<file path="config.mk">
export PLATFORM = sky130hd
export DESIGN_NAME = audio_sd_dac2
export DESIGN_NICKNAME = d
export VERILOG_FILES = /design/src/rtl/audio_sd_dac2.sv
export SDC_FILE = /design/constraint.sdc
export NUM_CORES = 1
export LEC_CHECK = 0
export ABC_AREA = 0
export BUFFER_PORTS_ARGS = -buffer_cell sky130_fd_sc_hd__buf_2
export CORE_MARGIN = 2
export CORE_UTILIZATION = 50
export DETAILED_ROUTE_END_ITERATION = 8
export GPL_ROUTABILITY_DRIVEN = 0
export PLACE_DENSITY = 0.66
export REMOVE_ABC_BUFFERS = 1
export SYNTH_ARGS = -nofsm -noshare
export SYNTH_HDL_FRONTEND = slang
export SYNTH_SLANG_ARGS = --single-unit
</file>
<file path="constraint.sdc">
create_clock -name clk_sys -period 8.57 [get_ports clk_sys]
set_input_delay 0.4285 -clock clk_sys [delete_from_list [all_inputs] [get_ports clk_sys]]
set_output_delay 0.4285 -clock clk_sys [all_outputs]
set_load 0.005 [all_outputs]
</file>
<file path="src/rtl/audio_sd_dac2.sv">
// audio_sd_dac2: second-order sigma-delta audio DAC with linear interpolation and mute fade
module audio_sd_dac2 #(
  parameter int WIDTH       = 6,
  parameter int INTERP_LOG2 = 4
) (
  input  logic             clk_sys,
  input  logic             reset,
  input  logic [WIDTH-1:0] audio_in,
  input  logic             mute,
  output logic             dac_out,
  output logic             sample_tick
);
  localparam int N   = WIDTH + INTERP_LOG2;
  localparam int ACC = N + 4;
  localparam logic [WIDTH-1:0]      MID     = {1'b1, {(WIDTH-1){1'b0}}};
  localparam logic [N-1:0]          CUR_RST = {MID, {INTERP_LOG2{1'b0}}};
  localparam logic signed [ACC:0]   FS      = (ACC+1)'(2**N - 1);
  localparam logic signed [ACC:0]   SMAX    = (ACC+1)'(2**(ACC-2) - 1);
  localparam logic signed [ACC:0]   SMIN    = (ACC+1)'(-(2**(ACC-2)));
  logic [WIDTH-1:0]        audio_q;
  logic [INTERP_LOG2-1:0]  ph_q;
  logic signed [WIDTH:0]   delta_q, delta_d;
  logic [N-1:0]            cur_q, cur_d;
  logic signed [N+1:0]     cur_sum;
  logic signed [ACC-1:0]   i1_q, i1_d, i2_q, i2_d;
  logic signed [ACC:0]     fb;
  logic [WIDTH-1:0]        tgt;
  logic                    cap, dac_q, tick_q;
  function automatic logic signed [ACC-1:0] sat(input logic signed [ACC:0] x);
    return x > SMAX ? SMAX[ACC-1:0] : x < SMIN ? SMIN[ACC-1:0] : x[ACC-1:0];
  endfunction
  // delta is taken against cur after this cycle's addition, so each ramp lands exactly on its target
  always_comb begin
    cap     = ph_q == {INTERP_LOG2{1'b1}};
    tgt     = mute ? MID : audio_q;
    cur_sum = $signed({2'b00, cur_q}) + (N+2)'(delta_q);
    cur_d   = cur_sum[N+1] ? '0 : cur_sum[N] ? '1 : cur_sum[N-1:0];
    delta_d = cap ? $signed({1'b0, tgt}) - $signed({1'b0, cur_d[N-1:INTERP_LOG2]}) : delta_q;
    fb      = dac_q ? FS : '0;
    i1_d    = sat((ACC+1)'(i1_q) + (ACC+1)'($signed({1'b0, cur_q})) - fb);
    i2_d    = sat((ACC+1)'(i2_q) + (ACC+1)'(i1_d) - fb);
  end
  always_ff @(posedge clk_sys or posedge reset) begin
    if (reset) begin
      audio_q <= '0;
      ph_q    <= '0;
      delta_q <= '0;
      cur_q   <= CUR_RST;
      i1_q    <= '0;
      i2_q    <= '0;
      dac_q   <= 1'b0;
      tick_q  <= 1'b0;
    end else begin
      audio_q <= audio_in;
      ph_q    <= ph_q + 1'b1;
      delta_q <= delta_d;
      cur_q   <= cur_d;
      i1_q    <= i1_d;
      i2_q    <= i2_d;
      dac_q   <= ~i2_d[ACC-1];
      tick_q  <= cap;
    end
  end
  assign dac_out     = dac_q;
  assign sample_tick = tick_q;
endmodule
</file>
==> metrics.txt, run 1 <==
DRT iter0 DRCs 168; Post CTS Setup Buffer Count 0; Core Area 9110 um2; Rows 35; Hold Path Stages 1; drt wl/cell 14.3 um; fmax between 100 and 150 MHz; period utilization 0.811; fin nets 592; HP Start audio_in[1]; status finished, final reports clean; # IOs 11; Worst Hold Class primary input to flip-flop; gr usage total 0.197; FF-to-FF End i2_q[5]; clock latency at the later pin of the worst-skew pair 340 ps; slew at the pin closest to its max-slew limit 1030 ps; Max Slew Vio Count 0; WS Path Type flip-flop to flip-flop; Seq/Total Area, Yosys 0.308; layout cells sized above 1 0.105; clk buf depth 2; max_cap viols 0; CTS Hold Bufs 0; vias in the first global route 3377; GRT overflow 0; DR vias/cell 5.33; Die Y-Extent 100 um; via count 3334; Initial Utilization 0.509; CTS tree yes; Setup Skew ~8.6 ps; Reg clk slew, reported paths 80 ps; number of port buffers 10; ant diodes 0; post-synthesis instance total 493; CTS buffer count 9; async set-reset flop share out of synthesis 1.00; EDFF count, synth 0; CTS H-Tree Depth 3; synth warn 0; Fin Setup TNS 0 ps; post-synth cell types 56; initial antenna violation count 0; Worst R2R Path Depth 21; Required @ worst endpoint 8840 ps; synthesized flop and latch total 57; clock root buffer clkbuf_8; Post-Route WL 8920 um; slew margin rel. 0.306; CP arrival 7220 ps; Reg2Reg Setup Slack 1620 ps; die area slightly above 10000 um2; Worst Hold Endpoint audio_q[1]; DP Wirelength ~7000 um; DRC Markers 0; unrepaired setup endpoints after global routing no; Chip Width 100 um; clock sink count 57; CTS resizes 0; first-pass GRT wire length around 16000 um; largest net degree at the start of global routing 58; Worst Path Max Fanout 17; syn_area_per_cell 9.41 um2; final setup fails 0; Critical Path Source Type flip-flop; Syn-to-layout area delta 7.85%; post-route ant nets 0; Hold Vio Cnt, Final 0; Detailed Routing Iterations Pass 1 4; Setup crit end kind flip-flop; Fillers 807; Mapped Area 4640 um2; Post-synth top flop dfrtp_1; minimum clock period slightly below 7000 ps; FF-to-FF Start dac_out
==> stage by stage <==
stage | worst slack, ps | std cells | util | area, um2 | hold slack, ps
final | 1620 | 625 | 0.549 | 5000 | 186
after CTS | 1490 | 625 | 0.549 | 5000 | 168
after detailed placement | 1530 | 609 | 0.527 | 4800 | 472
after global placement | 1830 | 609 | 0.527 | 4800 | 439
after global routing | 1010 | 625 | 0.549 | 5000 | 164
after floorplan | 2500 | 487 | - | 4610 | 421
==> layer usage <==
layer	vias up	track usage	wire length, um
li1	1712	-	-
met1	1573	0.271	4460
met2	39	0.323	4160
met3	10	0.0230	178
met4	0	0.0727	131
met5	-	0	0
==> registers in the layout, summed over array words and instances, names as in the netlist <==
name	cells
dac_out	1
ph_q	4
cur_q	10
audio_q	6
delta_q	7
sample_tick	1
i2_q	14
i1_q	14
==> logic make-up after synthesis <==
group	share of synthesized area
AND/OR/NAND/NOR	0.0928
multiplexers	0.00458
XOR/XNOR	0.0801
flip-flops	0.308
AO/OA/AOI/OAI	0.207
adder cells (fa/ha/maj)	0.235
buffers and inverters	0.0723
==> synth_stat cells, types with 2 or more instances <==
master | count | share of area
xor2_2 | 3 | 0.011
inv_1 | 77 | 0.062
o21a_1 | 9 | 0.015
a211oi_1 | 2 | 0.0032
nand3_1 | 14 | 0.015
xnor2_1 | 20 | 0.038
buf_4 | 2 | 0.0032
nor2b_1 | 8 | 0.011
o21ai_0 | 16 | 0.017
a31oi_1 | 2 | 0.0027
o211a_1 | 5 | 0.011
inv_2 | 2 | 0.0016
o21ai_2 | 10 | 0.019
o211ai_1 | 3 | 0.0049
a21oi_1 | 47 | 0.051
ha_1 | 52 | 0.14
dfrtp_1 | 56 | 0.30
nand2_1 | 26 | 0.021
a21o_1 | 13 | 0.021
o21ai_1 | 22 | 0.024
fa_1 | 22 | 0.095
buf_2 | 3 | 0.0032
and3_1 | 3 | 0.0040
nor2_1 | 17 | 0.014
xor2_1 | 15 | 0.028
or3_1 | 2 | 0.0027
nand2b_1 | 11 | 0.015
o31ai_1 | 3 | 0.0049
==> cells in the final DEF, fill, tap and decap left out, types with 3 or more instances in the layout <==
| cell type | synthesis | routed |
|---|---|---|
| inv_1 | 77 | 76 |
| dfrtp_1 | 56 | 56 |
| ha_1 | 52 | 52 |
| a21oi_1 | 47 | 47 |
| nand2_1 | 26 | 26 |
| o21ai_1 | 22 | 22 |
| fa_1 | 22 | 22 |
| xnor2_1 | 20 | 20 |
| nor2_1 | 17 | 17 |
| o21ai_0 | 16 | 16 |
| xor2_1 | 15 | 15 |
| nand3_1 | 14 | 14 |
| a21o_1 | 13 | 13 |
| nand2b_1 | 11 | 11 |
| o21ai_2 | 10 | 10 |
| buf_2 | 3 | 10 |
| o21a_1 | 9 | 9 |
| clkbuf_8 | 0 | 9 |
| nor2b_1 | 8 | 8 |
| o211a_1 | 5 | 5 |
| o211ai_1 | 3 | 3 |
| and3_1 | 3 | 3 |
| inv_2 | 2 | 3 |
| o31ai_1 | 3 | 3 |
| xor2_2 | 3 | 3 |
==> final cells by class <==
type	instances	area [um2]	area share
Multi-Input combinational cell	350	2880	0.575
Sequential cell	57	1430	0.285
Inverter	80	302	0.0603
Tap cell	111	139	0.0278
Clock buffer	9	124	0.0248
Clock inverter	7	77.6	0.0155
Timing Repair Buffer	11	57.6	0.0115
==> how the worst max path moves through the flow <==
stage	from	to	slack (ps)	depth (start not counted)
3_3_place_gp	dac_out	i2_q[9]	1830	18
6_report	dac_out	i2_q[5]	1620	21
4_1_cts	dac_out	i2_q[5]	1490	21
5_1_grt	dac_out	i2_q[4]	1010	21
3_5_place_dp	dac_out	i2_q[5]	1530	21
2_1_floorplan	dac_out	i2_q[4]	2500	18
==> worst max-delay path, cell delays in order, from the launching register on <==
cell and delay (ps):
dfrtp_1 850, ha_1 350, inv_1 60, ha_1 180, inv_1 80, fa_1 390, nand2b_1 180, a21oi_1 210
o211a_1 220, nor2_1 50, o21ai_1 800, o21ai_1 420, o21ai_1 270, fa_1 510, fa_1 480, a21oi_1 220
o22ai_1 160, o311ai_1 320, nand3_1 190, xor2_2 410, o21ai_2 310, a21oi_1 200
Power of run 1 is left out: the tool's default activity adds up to more than one toggle a clock period on the data nets, which glitch-free logic cannot reach.
==> inputs of run 2 (changes only) <==
- clock period: 8.57 -> 7.1 ns (I/O delays scaled with it)
==> metrics.txt, run 2 (synthesis gave the netlist of run 1 again) <==
layout cells sized above 1 0.109; Fin Setup TNS 0 ps; met1 wire length 4280 um; area of the multi-input gates 2880 um2; Syn-to-layout area delta 8.85%; CTS Hold Bufs 0; final setup fails 0; DRT iter0 DRCs 114; Post CTS Setup Buffer Count 0; met2 WL 4170 um; Hold Vio Cnt, Final 0; number of port buffers 10; max_cap viols 0; Max Slew Vio Count 0; Initial Utilization 0.509; Setup crit end kind flip-flop; unrepaired setup endpoints after global routing no; via count 3353; Worst Path Buf+Inv 1; first-pass GRT wire length 15900 um; gr usage total 0.201; Detailed Routing Iterations Pass 1 4; Core Area 9110 um2; CP arrival 6600 ps; met3 WL 248 um; Worst Path Max Fanout 14; # IOs 11; DP Worst Slack between 600 and 700 ps; Post-Route WL 8850 um; vias in the first global route 3395; clk buf depth 2; DRC Markers 0; WS Path Type flip-flop to flip-flop; period utilization 0.902; Reg clk slew, reported paths 80 ps; ant diodes 0; post-route ant nets 0; clock sink count 57; CTS H-Tree Depth 3; CTS buffer count 9; DR vias/cell between 5 and 6; Hold Path Stages 1; clock latency at the later pin of the worst-skew pair ~350 ps; initial antenna violation count 0; Reg2Reg Setup Slack 700 ps; most frequent cells in the layout inv_1, dfrtp_1, ha_1; Placed Cells roughly 610; clock root buffer clkbuf_8; final hold slack ~100 ps; Worst R2R Path Depth 19; minimum clock period 6400 ps; Chip Width approximately 100 um; slew at the pin closest to its max-slew limit 738 ps; final worst slack 695 ps; cell breakdown of the critical path fa_1, fa_1, nand2b_1, a21oi_1, o211a_1, o21ai_1, xnor2_1, buf_4, o21ai_1, o21ai_1, fa_1, fa_1, a21oi_1, o22ai_1, o31ai_1, a21oi_1, xor2_1, o21ai_2, nand3_1; largest net degree at the start of global routing 58; FF/Latch Area 1430 um2; fmax 156 MHz; crit-path leading delay family compound AO/OA/AOI/OAI gates; FF-to-FF End i2_q[8]; Worst Hold Endpoint audio_q[2]; critical path's largest stage delay slightly above 800 ps; DR top layer met4; Die Y-Extent about 100 um; Rows 35; slew margin rel. 0.508; most common cell after layout, fill and taps aside inv_1; Critical Path Source Type flip-flop; Fillers 820; CTS tree yes; status finished, final reports clean; Worst Hold Class primary input to flip-flop; biggest regs i1_q: 14 flops, i2_q: 14 flops, cur_q: 10 flops; die area 10100 um2; Slowest-stage cell, CP dfrtp_1; CTS resizes 0; Required @ worst endpoint 7290 ps; DP Wirelength slightly above 7000 um; GRT overflow 0; fin nets approximately 600; Setup Skew about 14 ps; FF-to-FF Start dac_out; most frequent cell on the critical path fa_1; filler-free cell count of the finished design 627; HP Start audio_in[2]; drt wl/cell roughly 14 um
==> run 2: cell types whose count changed in the layout (fill, tap and decap cells not counted) <==
cell | before | now
inv_6 | 2 | 4
clkinv_2 | 2 | 1
buf_4 | 1 | 3
clkbuf_8 | 9 | 10
clkinvlp_4 | 1 | 0
bufinv_16 | 1 | 2
clkinv_4 | 2 | 0
==> run 2: how the worst max path moves through the flow <==
stage,start,end,slack (ps),depth (start not counted)
2_1_floorplan,dac_out,i2_q[4],1030,18
3_3_place_gp,dac_out,i2_q[9],740,19
3_5_place_dp,dac_out,i2_q[5],620,19
4_1_cts,dac_out,i2_q[9],570,22
5_1_grt,dac_out,i2_q[5],90,22
6_report,dac_out,i2_q[8],700,19
==> run 2: through the flow <==
stage,cell area (um2),util
final,5050,0.554
after global routing,5050,0.554
after CTS,5050,0.554
after detailed placement,4820,0.529
after global placement,4820,0.529
after floorplan,4610,-
==> run 2: metal layers <==
| metal | track usage | up-vias |
|---|---|---|
| met2 | 0.324 | 31 |
| met4 | 0.0590 | 0 |
| met5 | 0 | - |
| li1 | - | 1710 |
| met3 | 0.0404 | 14 |
| met1 | 0.277 | 1598 |
==> run 2: final cells by class <==
cell class	instances	share of cell area
clock buffer	10	0.0273
clock inverter	6	0.0188
inverter	80	0.0597
multi-input combinational	350	0.570
sequential	57	0.283
tap	111	0.0275
timing repair buffer	13	0.0144
Power of run 2 is left out for the same reason.
==> inputs of run 3 (changes only) <==
--- a/config.mk
+++ b/config.mk
@@ -9,8 +9,7 @@
 export BUFFER_PORTS_ARGS = -buffer_cell sky130_fd_sc_hd__buf_2
 export CORE_MARGIN = 2
-export CORE_UTILIZATION = 50
+export CORE_UTILIZATION = 40
 export DETAILED_ROUTE_END_ITERATION = 8
 export GPL_ROUTABILITY_DRIVEN = 0
-export PLACE_DENSITY = 0.66
 export REMOVE_ABC_BUFFERS = 1
 export SYNTH_ARGS = -nofsm -noshare
==> constraint.sdc (replaced) <==
create_clock -name clk_sys -period 7.8 [get_ports clk_sys]
set_input_delay 0.39 -clock clk_sys [delete_from_list [all_inputs] [get_ports clk_sys]]
set_output_delay 0.39 -clock clk_sys [all_outputs]
set_load 0.05 [all_outputs]
==> metrics.txt, run 3 (synthesis gave the netlist of run 1 again) <==
Setup Skew 9.92 ps; Worst Hold Class primary input to flip-flop; biggest regs i1_q: 14 flops, i2_q: 14 flops, cur_q: 10 flops; fin nets just under 600; FF-to-FF Start dac_out; CTS resizes 0; Initial Utilization 0.408; Fin Setup TNS 0 ps; clk buf depth 2; vias in the first global route 3514; design area 5170 um2; Max Slew Vio Count 0; gr usage total 0.163; Placed Area 4860 um2; ant diodes 0; DRC Markers 0; Reg2Reg Setup Slack 1330 ps; most frequent cells in the layout inv_1, dfrtp_1, ha_1; CTS H-Tree Depth 3; # IOs 11; period utilization 0.829; clock sink count 57; Worst Path Max Fanout 14; crit path launch dac_out; Chip Width between 100 and 150 um; minimum clock period 6470 ps; Worst R2R Path Depth 22; Rows 39; unrepaired setup endpoints after global routing no; Required @ worst endpoint 7960 ps; final worst slack 1330 ps; area of the multi-input gates 2880 um2; FF/Latch Area 1430 um2; post-route ant nets 0; Fillers 1075; max_cap viols 0; Reg clk slew, reported paths 60 ps; Detailed Routing Iterations Pass 1 4; first-pass GRT wire length 16600 um; drt wl/cell 13.8 um; Hold Vio Cnt, Final 0; layout cells sized above 1 0.109; most common cell after layout, fill and taps aside inv_1; Die Y-Extent 112 um; final setup fails 0; Syn-to-layout area delta 11.4%; critical path endpoint i2_q[4]; DP Worst Slack 1300 ps; Setup crit end kind flip-flop; CTS Hold Bufs 0; Post-Route WL 9070 um; slew at the pin closest to its max-slew limit around 760 ps; clock latency at the later pin of the worst-skew pair 330 ps; clock root buffer clkbuf_16; DP Wirelength between 7000 and 8000 um; CP arrival about 6600 ps; DR vias/cell 5.08; FF-to-FF End i2_q[4]; via count around 3300; Critical Path Source Type flip-flop; Core Area roughly 11000 um2; die area 12500 um2; Post CTS Setup Buffer Count 0; WS Path Type flip-flop to flip-flop; largest net degree at the start of global routing 58; number of port buffers 10; slew margin rel. 0.492; final hold slack ~160 ps; CTS tree yes; initial antenna violation count 0; GRT overflow 0; fmax ~150 MHz; status finished, final reports clean; DRT iter0 DRCs 163; CTS buffer count 9; Hold Path Stages 1
==> run 3: cell types whose count changed in the layout (fill, tap and decap cells not counted), sizes merged <==
| cell | change |
|---|---|
| bufinv | -1 |
| clkinv | +1 |
| clkinvlp | +1 |
| inv | -1 |
==> run 3: layout make-up <==
| cell class | instances | area share |
|---|---|---|
| inverter | 80 | 0.0583 |
| clock inverter | 6 | 0.0140 |
| multi-input combinational | 350 | 0.557 |
| clock buffer | 10 | 0.0462 |
| tap | 143 | 0.0346 |
| sequential | 57 | 0.276 |
| timing repair buffer | 13 | 0.0140 |
==> run 3: worst min-delay path by stage <==
stage	start	to	slack (ps)
after floorplan	ph_q[0]	ph_q[0]	420
after detailed placement	ph_q[0]	ph_q[0]	450
after global placement	ph_q[0]	ph_q[0]	440
final	audio_in[2]	audio_q[2]	160
after CTS	audio_in[2]	audio_q[2]	150
after global routing	audio_in[5]	audio_q[5]	150
==> run 3: metrics by stage <==
step           cells   util
6_report         659  0.455
5_1_grt          659  0.455
4_1_cts          659  0.455
3_5_place_dp     643  0.427
3_3_place_gp     643  0.427
2_1_floorplan    487      -
==> run 3: critical path, cell delays in order, from the launching register on <==
cell and delay, ps:
dfrtp_1 830, ha_1 350, inv_1 50, ha_1 200
inv_1 80, fa_1 390, nand2b_1 180, a21oi_1 230
o211a_1 230, o21ai_1 90, xnor2_1 130, buf_4 180
o21ai_1 430, o21ai_1 200, fa_1 530, fa_1 470
a21oi_1 210, o22ai_1 160, o31ai_1 300, a21oi_1 130
xor2_1 220, o21ai_2 580, nand3_1 140
==> run 3: routing by layer <==
layer  routed length, um  track usage  part of all wire
met1                4640        0.237              0.51
met3                 207       0.0245             0.023
met2                4110        0.251              0.45
met5                   0            0                 0
met4                 113       0.0519             0.012
Power of run 3 is left out for the same reason.
